--- src/rtl/sp_instr_sequencer.sv ---
// Expands scratchpad instructions into per-row load or read requests, one request per cycle, in order.
// First push is one cycle after the pop. A full FIFO holds the row, the state and wdata.
module sp_instr_sequencer #(
    parameter int WORD_W  = 32,
    parameter int MAT_S_W = 4,
    parameter int ROW_S_W = 2,
    parameter int STRIDE  = 8
) (
    input  logic                                  i_clk,
    input  logic                                  i_rst,
    input  logic                                  i_instr_empty,
    input  logic [WORD_W+MAT_S_W+1:0]             i_instr_rdata,
    output logic                                  o_instr_ren,
    input  logic                                  i_ld_full,
    output logic                                  o_ld_wen,
    output logic [WORD_W+MAT_S_W+ROW_S_W-1:0]     o_ld_wdata,
    input  logic                                  i_rd_full,
    output logic                                  o_rd_wen,
    output logic [WORD_W+2+MAT_S_W+ROW_S_W-1:0]   o_rd_wdata,
    output logic                                  o_busy,
    output logic                                  o_instr_done
);

    localparam logic [2:0] IDLE    = 3'd0;
    localparam logic [2:0] S_LOAD  = 3'd1;
    localparam logic [2:0] S_STORE = 3'd2;
    localparam logic [2:0] S_GW    = 3'd3;
    localparam logic [2:0] S_GI    = 3'd4;
    localparam logic [2:0] S_GP    = 3'd5;

    localparam logic [1:0] OP_LOAD  = 2'b01;
    localparam logic [1:0] OP_STORE = 2'b10;
    localparam logic [1:0] OP_GEMM  = 2'b11;

    localparam logic [WORD_W-1:0] LP_STRIDE = WORD_W'(STRIDE);

    logic [2:0]         r_state;
    logic [ROW_S_W-1:0] r_row;
    logic [WORD_W-1:0]  r_base;
    logic [MAT_S_W-1:0] r_mat;

    logic [1:0]         w_op_in;
    logic [MAT_S_W-1:0] w_mat_in;
    logic [WORD_W-1:0]  w_word_in;
    logic               w_pop;
    logic               w_is_ld;
    logic               w_is_rd;
    logic               w_is_gemm;
    logic               w_ld_push;
    logic               w_rd_push;
    logic               w_push;
    logic               w_last_row;
    logic [WORD_W-1:0]  w_offset;
    logic [WORD_W-1:0]  w_addr;
    logic [1:0]         w_mat_t;
    logic [MAT_S_W-1:0] w_rd_mat_s;
    logic [2:0]         w_next_state;

    assign w_op_in   = i_instr_rdata[WORD_W+MAT_S_W+1 -: 2];
    assign w_mat_in  = i_instr_rdata[WORD_W+MAT_S_W-1 -: MAT_S_W];
    assign w_word_in = i_instr_rdata[WORD_W-1:0];

    // Reset gates every strobe so an aborted instruction cannot leak a push in the reset cycle.
    assign w_pop      = (r_state == IDLE) && !i_instr_empty && !i_rst;
    assign w_is_ld    = (r_state == S_LOAD);
    assign w_is_gemm  = (r_state == S_GW) || (r_state == S_GI) || (r_state == S_GP);
    assign w_is_rd    = (r_state == S_STORE) || w_is_gemm;
    assign w_ld_push  = w_is_ld && !i_ld_full && !i_rst;
    assign w_rd_push  = w_is_rd && !i_rd_full && !i_rst;
    assign w_push     = w_ld_push || w_rd_push;
    assign w_last_row = &r_row;

    assign w_offset = WORD_W'(r_row) * LP_STRIDE;
    assign w_addr   = w_is_gemm ? '0 : r_base + w_offset;

    // GEMM operand selects live in the low bits of the captured word: weight, input, psum.
    always_comb begin
        w_mat_t    = 2'b00;
        w_rd_mat_s = r_mat;
        case (r_state)
            S_GW: begin
                w_mat_t    = 2'b01;
                w_rd_mat_s = r_base[3*MAT_S_W-1:2*MAT_S_W];
            end
            S_GI: begin
                w_mat_t    = 2'b10;
                w_rd_mat_s = r_base[2*MAT_S_W-1:MAT_S_W];
            end
            S_GP: begin
                w_mat_t    = 2'b11;
                w_rd_mat_s = r_base[MAT_S_W-1:0];
            end
            default: ;
        endcase
    end

    always_comb begin
        w_next_state = IDLE;
        case (r_state)
            S_GW:    w_next_state = S_GI;
            S_GI:    w_next_state = S_GP;
            default: w_next_state = IDLE;
        endcase
    end

    always_ff @(posedge i_clk) begin
        if (i_rst) begin
            r_state <= IDLE;
            r_row   <= '0;
            r_base  <= '0;
            r_mat   <= '0;
        end else if (r_state == IDLE) begin
            if (w_pop) begin
                r_base <= w_word_in;
                r_mat  <= w_mat_in;
                r_row  <= '0;
                case (w_op_in)
                    OP_LOAD:  r_state <= S_LOAD;
                    OP_STORE: r_state <= S_STORE;
                    OP_GEMM:  r_state <= w_mat_in[MAT_S_W-1] ? S_GW : S_GI;
                    default:  r_state <= IDLE;
                endcase
            end
        end else if (w_push) begin
            if (w_last_row) begin
                r_row   <= '0;
                r_state <= w_next_state;
            end else begin
                r_row <= r_row + ROW_S_W'(1);
            end
        end
    end

    assign o_instr_ren  = w_pop;
    assign o_ld_wen     = w_ld_push;
    assign o_rd_wen     = w_rd_push;
    assign o_ld_wdata   = {w_addr, r_mat, r_row};
    assign o_rd_wdata   = {w_addr, w_mat_t, w_rd_mat_s, r_row};
    assign o_busy       = (r_state != IDLE);
    assign o_instr_done = w_push && w_last_row &&
                          ((r_state == S_LOAD) || (r_state == S_STORE) || (r_state == S_GP));

endmodule

--- config.mk ---
export PLATFORM = sky130hd
export DESIGN_NAME = sp_instr_sequencer
export DESIGN_NICKNAME = d
export VERILOG_FILES = /design/src/rtl/sp_instr_sequencer.sv
export SDC_FILE = /design/constraint.sdc
export NUM_CORES = 1
export LEC_CHECK = 0
export ABC_CLOCK_PERIOD_IN_PS = 2800
export BUFFER_PORTS_ARGS = -buffer_cell sky130_fd_sc_hd__buf_4
export CAP_MARGIN = 40
export CORE_UTILIZATION = 48
export CTS_CLUSTER_SIZE = 12
export DETAILED_ROUTE_END_ITERATION = 8
export PLACE_DENSITY_LB_ADDON = 0.12
export SLEW_MARGIN = 5
export SYNTH_ARGS = -nofsm -noshare
export SYNTH_HDL_FRONTEND = slang
export SYNTH_SLANG_ARGS = --single-unit
export TNS_END_PERCENT = 10
--- constraint.sdc ---
create_clock -name i_clk -period 2.8 [get_ports i_clk]
set_input_delay 0.56 -clock i_clk [delete_from_list [all_inputs] [get_ports i_clk]]
set_output_delay 0.56 -clock i_clk [all_outputs]
set_load 0.005 [all_outputs]
==> results of run 1 <==
[layer usage]
metal  global-route usage, %  wire length [um]  part of all wire (%)  vias to the layer above
met5                       0                 0                     0                        -
met4                    8.33               107                   1.4                        0
met3                    3.37               539                   6.8                       11
met2                    42.2              3930                    50                      114
met1                    33.3              3350                    42                     1419
li1                        -                 -                     -                     1532
[area by class of cell]
type	instances	area, um^2	area share, %
Clock buffer	7	96.3	2.50
Sequential cell	41	827	21.5
Clock inverter	1	5.00	0.130
Inverter	5	18.8	0.488
Tap cell	72	90.1	2.34
Timing Repair Buffer	150	1130	29.4
Multi-Input combinational cell	290	1680	43.6
[power by group]
group	leakage, nW	switching (W)	internal, W	total (W)
Combinational	1.29	0.000227	0.000260	0.000487
Clock	0.0542	0.000207	0.000223	0.000430
Sequential	0.339	0.0000593	0.000630	0.000690
Total	1.69	0.000493	0.00111	0.00161
[sequential cells by signal, indices dropped and copies added (netlist names)]
name	cells
r_state	3
r_base	32
r_row	2
r_mat	4
[per-stage QoR]
step,hold WS [ns],power [W]
4_1_cts,0.470,0.00160
3_5_place_dp,0.460,0.00117
2_1_floorplan,0.444,0.000962
6_report,0.472,0.00161
5_1_grt,0.494,0.00169
3_3_place_gp,0.457,0.00116
[worst reg2reg max path: stages, from the launching register on]
cell and delay, ns:
dfxtp_1 0.41, or3_1 0.46, or2_1 0.29, buf_4 0.30, a2111o_1 0.42, a21oi_1 0.14
[what timing repair did]
action | 4_1_cts | 5_1_grt
gates resized for setup | 7 | 17
setup endpoints to repair | 22 | 20
pin swaps | 5 | 8
gates cloned | 0 | 1
setup buffers | 4 | 1
[final timing paths]
| check | cells past startpoint | startpoint | slack (ns) | endpoint |
|---|---|---|---|---|
| min | 2 | r_base[1] | 0.47 | r_base[1] |
| max | 8 | r_row[0] | -0.02 | o_rd_wdata[39] |
| max reg2reg | 5 | r_state[1] | 0.71 | r_state[0] |
| min reg2reg | 2 | r_base[1] | 0.47 | r_base[1] |
[cell families after synthesis]
kind of cell    after synthesis  share of synthesized area, %
simple gates                174                          29.9
compound gates               91                          17.9
buf+inv                      68                          14.0
flops                        41                          29.1
xor+xnor                     13                          4.04
mux                           8                          3.02
fa+ha+maj                     4                          2.04
[placed cells by master, fill, tap and decap left out, types with 7 or more instances in the layout]
cell type  Yosys  final
a21oi_1       58     52
buf_4         35    145
clkbuf_8       0      7
dfxtp_1       41     36
nand2_1       92     92
nand3_1       10     10
nand4_1        9      9
nor2_1        15     15
o21ai_0       16     16
o31ai_1        9      8
or4_1          8      7
xor2_1         9      9
==> results by group, run 1 <==
Worst setup path
  – Crit-path slowest cell: or4_4
  – Startpoint type of the worst setup path: flip-flop
  – Crit path largest cell delay: approximately 0.43 ns
  – Arr. time, crit path: roughly 2.3 ns
  – Maximum fanout along the worst path: 5
  – CP Capture Type: output pin
  – Critical path, cell by cell: ha_4, fa_2, and4_1, nand4_1, buf_6, or4_4, a21oi_4, buf_6
  – Data required, critical path: 2.24 ns
  – CP bufs+invs: 2
  – Critical Path Most Common Cell: buf_6
  – CP delay by family, top: simple AND/OR/NAND/NOR gates
  – Start-to-end type of the worst setup path: flip-flop to output pin

Drt
  – Aggregate routed wire length: between 7 and 8 mm
  – Number of detailed-routing iterations run before antenna repair: 5
  – Total DRC errors in the routed layout: 0
  – Via density per instance: 5.43
  – Routed len/inst: between 10 and 15 um
  – Number of nets still failing antenna checks after routing: 0
  – Number of vias in the routed layout: ~3100
  – Initial detailed-routing violation count: 180

Run status
  – Outcome: complete, but fails checks
  – Failing checks: negative setup slack

Logic synthesis
  – Share of synthesized flip-flops with an asynchronous set or reset: 0%
  – Leading cell types by total area after synthesis: dfxtp_1 (29%), nand2_1 (12%), a21oi_1 (10%)
  – Sequential cell area fraction in the yosys report: ~29%
  – Unique cell type count in the Yosys netlist: 41
  – Number of synthesized flops with an enable pin: 0
  – Most instantiated cells after synthesis: nand2_1 (92), a21oi_1 (58), dfxtp_1 (41), buf_4 (35), clkbuf_1 (18)
  – Dominant cell by count in the synthesized netlist: nand2_1
  – Area fraction of the dominant cell type after synthesis: between 20 and 30%
  – Syn_nets: ~450
  – Netlist area before placement: between 2000 and 3000 um^2
  – Synth warnings: 0
  – FF+latch count, synth: 41
  – Largest area contributor in the netlist: dfxtp_1
  – Syn Inst Count: 399
  – Main synth FF type: dfxtp_1
  – Synth Area per Inst: 7.07 um^2

STA
  – Final critical-path share of the clock period: 101%
  – Final critical path time including I/O delays and setup: about 2.8 ns
  – Setup repair after global routing missed its margin: yes
  – Slew at the pin with the worst max-slew slack: 0.489 ns
  – Worst-case setup margin in the final layout: -0.0233 ns
  – Final setup vio count: 6
  – Achievable frequency: around 350 MHz
  – Final clock skew: 0.00742 ns
  – Max Transition Viols Final: 0
  – Final total negative setup slack: -0.121 ns
  – Number of endpoints with negative hold slack in the final report: 0
  – Worst slew margin relative to its limit: approximately 67%

Placed design
  – Setup slack after placement: around 0.076 ns
  – Detailed placer's ending HPWL: a little under 6 mm
  – Buffers added on ports: roughly 130
  – Cell area after placement: 3610 um^2
  – Post-Place Cells: approximately 550
  – Last weighted congestion value of the routability-driven placer: approximately 0.8

Clock network
  – Insertion delay of the later-clocked pin in the worst-skew pair: about 0.29 ns
  – Cell at the root of the clock tree: clkbuf_8
  – CTS tree: done
  – CTS clock-pin slew for the worst setup and hold paths: 0.07 ns
  – H-tree lvl count: 2
  – Hold-fix buffers at CTS: 0
  – Sink count of the clock tree: a little over 40
  – TritonCTS buffer count: 5
  – Maximum clock insertion buffer count: 2

Die
  – Effective utilization at floorplan: 50.6%
  – Standard-cell rows: 27
  – Number of placed I/O pins: 126
  – Floorplan Core Area: around 5600 um^2
  – Overall die width: a little under 80 um
  – Height of the die: between 70 and 80 um
  – Die area: 6180 um^2

Layout
  – Layout overhead on the synthesized area: 36.5%
  – Post-route design area: roughly 3800 um^2
  – Fraction of final layout cells with drive strength greater than 1: roughly 37%
  – Final antenna diode count: 0
  – Utilization after layout: roughly 70%
  – Post-layout net count: between 500 and 600
  – Final Non-Filler Cells: around 570
  – Count of filler cells inserted in the layout: just over 500

GRT
  – Pin count of the biggest net entering global routing: 47
  – Global-route wire length before repair: 12.4 mm
  – Total gr overflow: 0
  – Number of global-route vias before repair: roughly 2700
  – Combined global-route utilization of all metal layers: between 20% and 30%
  – Initial antenna violation count: 0

Worst hold path
  – HP Class: flip-flop to flip-flop

Flow run
  – Max-cap violation count: 0

Pwr
  – Total power per unit cell area: between 400 and 500 nW/um^2
  – Worst vdd ir: a little under 0.3 mV
  – Reported leakage power: ~1.7 nW
No activity file was read; power rests on OpenSTA's default activity.
==> run 2: changes to the inputs <==
--- a/config.mk
+++ b/config.mk
@@ -12,6 +12,7 @@
 export CTS_CLUSTER_SIZE = 12
 export DETAILED_ROUTE_END_ITERATION = 8
 export PLACE_DENSITY_LB_ADDON = 0.12
+export REMOVE_ABC_BUFFERS = 1
 export SLEW_MARGIN = 5
 export SYNTH_ARGS = -nofsm -noshare
 export SYNTH_HDL_FRONTEND = slang
==> results by group, run 2 (synthesized netlist as in run 1, its figures left out) <==
Clock network
  – Maximum clock insertion buffer count: 2
  – Sink count of the clock tree: 41
  – Insertion delay of the later-clocked pin in the worst-skew pair: roughly 0.30 ns
  – TritonCTS buffer count: 5
  – CTS tree: done
  – H-tree lvl count: 2
  – Hold-fix buffers at CTS: 0
  – CTS clock-pin slew for the worst setup and hold paths: 0.08 ns
  – Cell at the root of the clock tree: clkbuf_8

GRT
  – Number of global-route vias before repair: around 2700
  – Total gr overflow: 0
  – Initial antenna violation count: 0
  – Pin count of the biggest net entering global routing: between 40 and 50
  – Global-route wire length before repair: 12.3 mm
  – Combined global-route utilization of all metal layers: between 20 and 30%

Placed design
  – Last weighted congestion value of the routability-driven placer: around 0.80
  – Post-Place Cells: 547
  – Cell area after placement: 3580 um^2
  – Detailed placer's ending HPWL: ~5.5 mm
  – Buffers added on ports: 125

STA
  – Setup repair after global routing missed its margin: yes
  – Final setup vio count: 3
  – Final critical path time including I/O delays and setup: 2.83 ns
  – Worst-case setup margin in the final layout: -0.0296 ns
  – Worst slew margin relative to its limit: between 60% and 70%
  – Achievable frequency: 353 MHz
  – Slew at the pin with the worst max-slew slack: about 0.46 ns
  – Final critical-path share of the clock period: 101%
  – Number of endpoints with negative hold slack in the final report: 0
  – Max Transition Viols Final: 0
  – Worst hold slack across all endpoints: ~0.48 ns
  – Final clock skew: 0.00158 ns

Layout
  – Commonest cells after routing, fill and taps aside: buf_4 (145), nand2_1 (92), a21oi_1 (50)
  – Register containing the most flip-flops in the final layout: r_base
  – Most frequent standard cell in the layout excluding fill and tap cells: buf_4
  – Final antenna diode count: 0
  – Post-route design area: ~3800 um^2
  – Layout overhead on the synthesized area: 35.7%
  – Number of flip-flops in the largest register: 32
  – Count of filler cells inserted in the layout: 511
  – Final Non-Filler Cells: roughly 560
  – Utilization after layout: about 70%
  – Top flop regs: r_base x32, r_mat x4, r_state x3
  – Fraction of final layout cells with drive strength greater than 1: 37.1%
  – Post-layout net count: ~540

Drt
  – Routed len/inst: 14.1 um
  – Number of vias in the routed layout: 3062
  – Aggregate routed wire length: between 7 and 8 mm
  – Initial detailed-routing violation count: 78
  – Via density per instance: between 5 and 6
  – Number of detailed-routing iterations run before antenna repair: 4
  – Number of nets still failing antenna checks after routing: 0
  – Total DRC errors in the routed layout: 0

Pwr
  – Total power per unit cell area: around 410 nW/um^2
  – Internal power: approximately 0.0011 W
  – Share of power burned in combinational logic: a little under a third
  – Worst vdd ir: about 0.3 mV
  – Part of the power in the clock network: 24.4%
  – Sw frac: between 30% and 40%
  – Reported leakage power: between 1.5 and 2 nW
  – Sequential group share of total power: 44.3%
  – Switch Pwr: 0.000493 W

Die
  – Standard-cell rows: 27
  – Number of placed I/O pins: roughly 130
  – Overall die width: about 80 um
  – Die area: 6180 um^2
  – Effective utilization at floorplan: 50.6%
  – Height of the die: ~80 um
  – Floorplan Core Area: ~5600 um^2

Worst hold path
  – Startpoint of the most critical hold path: r_base[23]
  – HP Class: flip-flop to flip-flop
  – Count of cells along the worst hold path: 2

Run status
  – Outcome: complete, but fails checks
  – Failing checks: negative setup slack

Flow run
  – Max-cap violation count: 0

Worst setup path
  – Reg2reg setup slack: 0.67 ns
  – CP delay by family, top: simple AND/OR/NAND/NOR gates
  – Critical R2R Capture: r_state[0]
  – CP Capture Type: output pin
  – Launch point of the worst path: r_row[0]
  – Crit path to: o_rd_wdata[39]
  – Number of cell instances on the worst register-to-register path: 6
  – Start-to-end type of the worst setup path: flip-flop to output pin
  – Startpoint type of the worst setup path: flip-flop
  – RR Startpoint: r_state[2]
  – Arr. time, crit path: roughly 2.3 ns
  – Crit path largest cell delay: approximately 0.42 ns
  – Crit-path slowest cell: or4_4
  – Data required, critical path: 2.24 ns
  – Critical path, cell by cell: ha_4, fa_2, and4_4, nand4_1, buf_6, or4_4, a21oi_2, buf_4
  – Logic depth of the worst path, buffers included: 8
  – Maximum fanout along the worst path: 6
  – CP bufs+invs: 2
-- run 2: changes by cell type in the layout (fill, tap and decap cells not counted), moves of 2 or more --
| cell | previous run | this run |
|---|---|---|
| a21oi_2 | 4 | 7 |
| buf_2 | 2 | 0 |
| clkbuf_8 | 7 | 5 |
| a21oi_1 | 52 | 50 |
| and4_4 | 0 | 2 |
| and4_1 | 5 | 3 |
-- run 2: worst register-to-register path, stage by stage, from the launching register on --
cell and delay (ns):
dfxtp_1 0.39, buf_4 0.21, or3_1 0.39, or2_1 0.25
buf_4 0.27, a2111o_1 0.41, a21oi_1 0.14
-- run 2: power groups by stage --
stage          Sequential (W)  Clock, W  Combinational [W]
6_report             0.000688  0.000378           0.000485
3_5_place_dp         0.000696         0           0.000470
3_3_place_gp         0.000694         0           0.000462
2_1_floorplan        0.000692         0           0.000192
4_1_cts              0.000684  0.000387           0.000476
5_1_grt              0.000695  0.000415           0.000535
-- run 2: what timing repair did --
action                     4_1_cts  5_1_grt
cloned                           0        1
setup buffers                    4        3
gates resized for setup         11       20
pin swaps                        5        7
setup endpoints to repair       20       22
-- run 2: metal layers --
metal  vias to the layer above  global-route usage (%)  share of wire, %
li1                       1516                       -                 -
met1                      1448                    29.2                42
met2                        92                    45.6                51
met3                         6                    5.23               5.5
met4                         0                    7.04              0.69
met5                         -                       0                 0
-- run 2: metrics by stage --
| step | setup slack (ns) | power (W) | setup TNS, ns |
|---|---|---|---|
| final | -0.0296 | 0.00155 | -0.0613 |
| after floorplan | 0.0896 | 0.000884 | 0 |
| after global routing | -0.103 | 0.00165 | -0.643 |
| after global placement | 0.0611 | 0.00116 | 0 |
| after detailed placement | -0.0101 | 0.00117 | -0.0200 |
| after CTS | 0.00428 | 0.00155 | 0 |
-- run 2: final cells by class --
type / instances / area, um^2 / area share [%]
repair buffers: 147 / 1110 / 29.0
well taps: 72 / 90.1 / 2.36
clock inverters: 2 / 10.0 / 0.262
multi-input cells: 290 / 1700 / 44.4
flip-flops and latches: 41 / 826 / 21.6
clock buffers: 6 / 72.6 / 1.90
inverters: 5 / 18.8 / 0.491
-- run 2: worst min-delay path by stage --
stage | to | slack (ns)
after floorplan | r_base[0] | 0.44
after global placement | r_base[31] | 0.46
after detailed placement | r_base[23] | 0.47
after CTS | r_base[23] | 0.48
after global routing | r_base[10] | 0.50
final | r_base[23] | 0.48
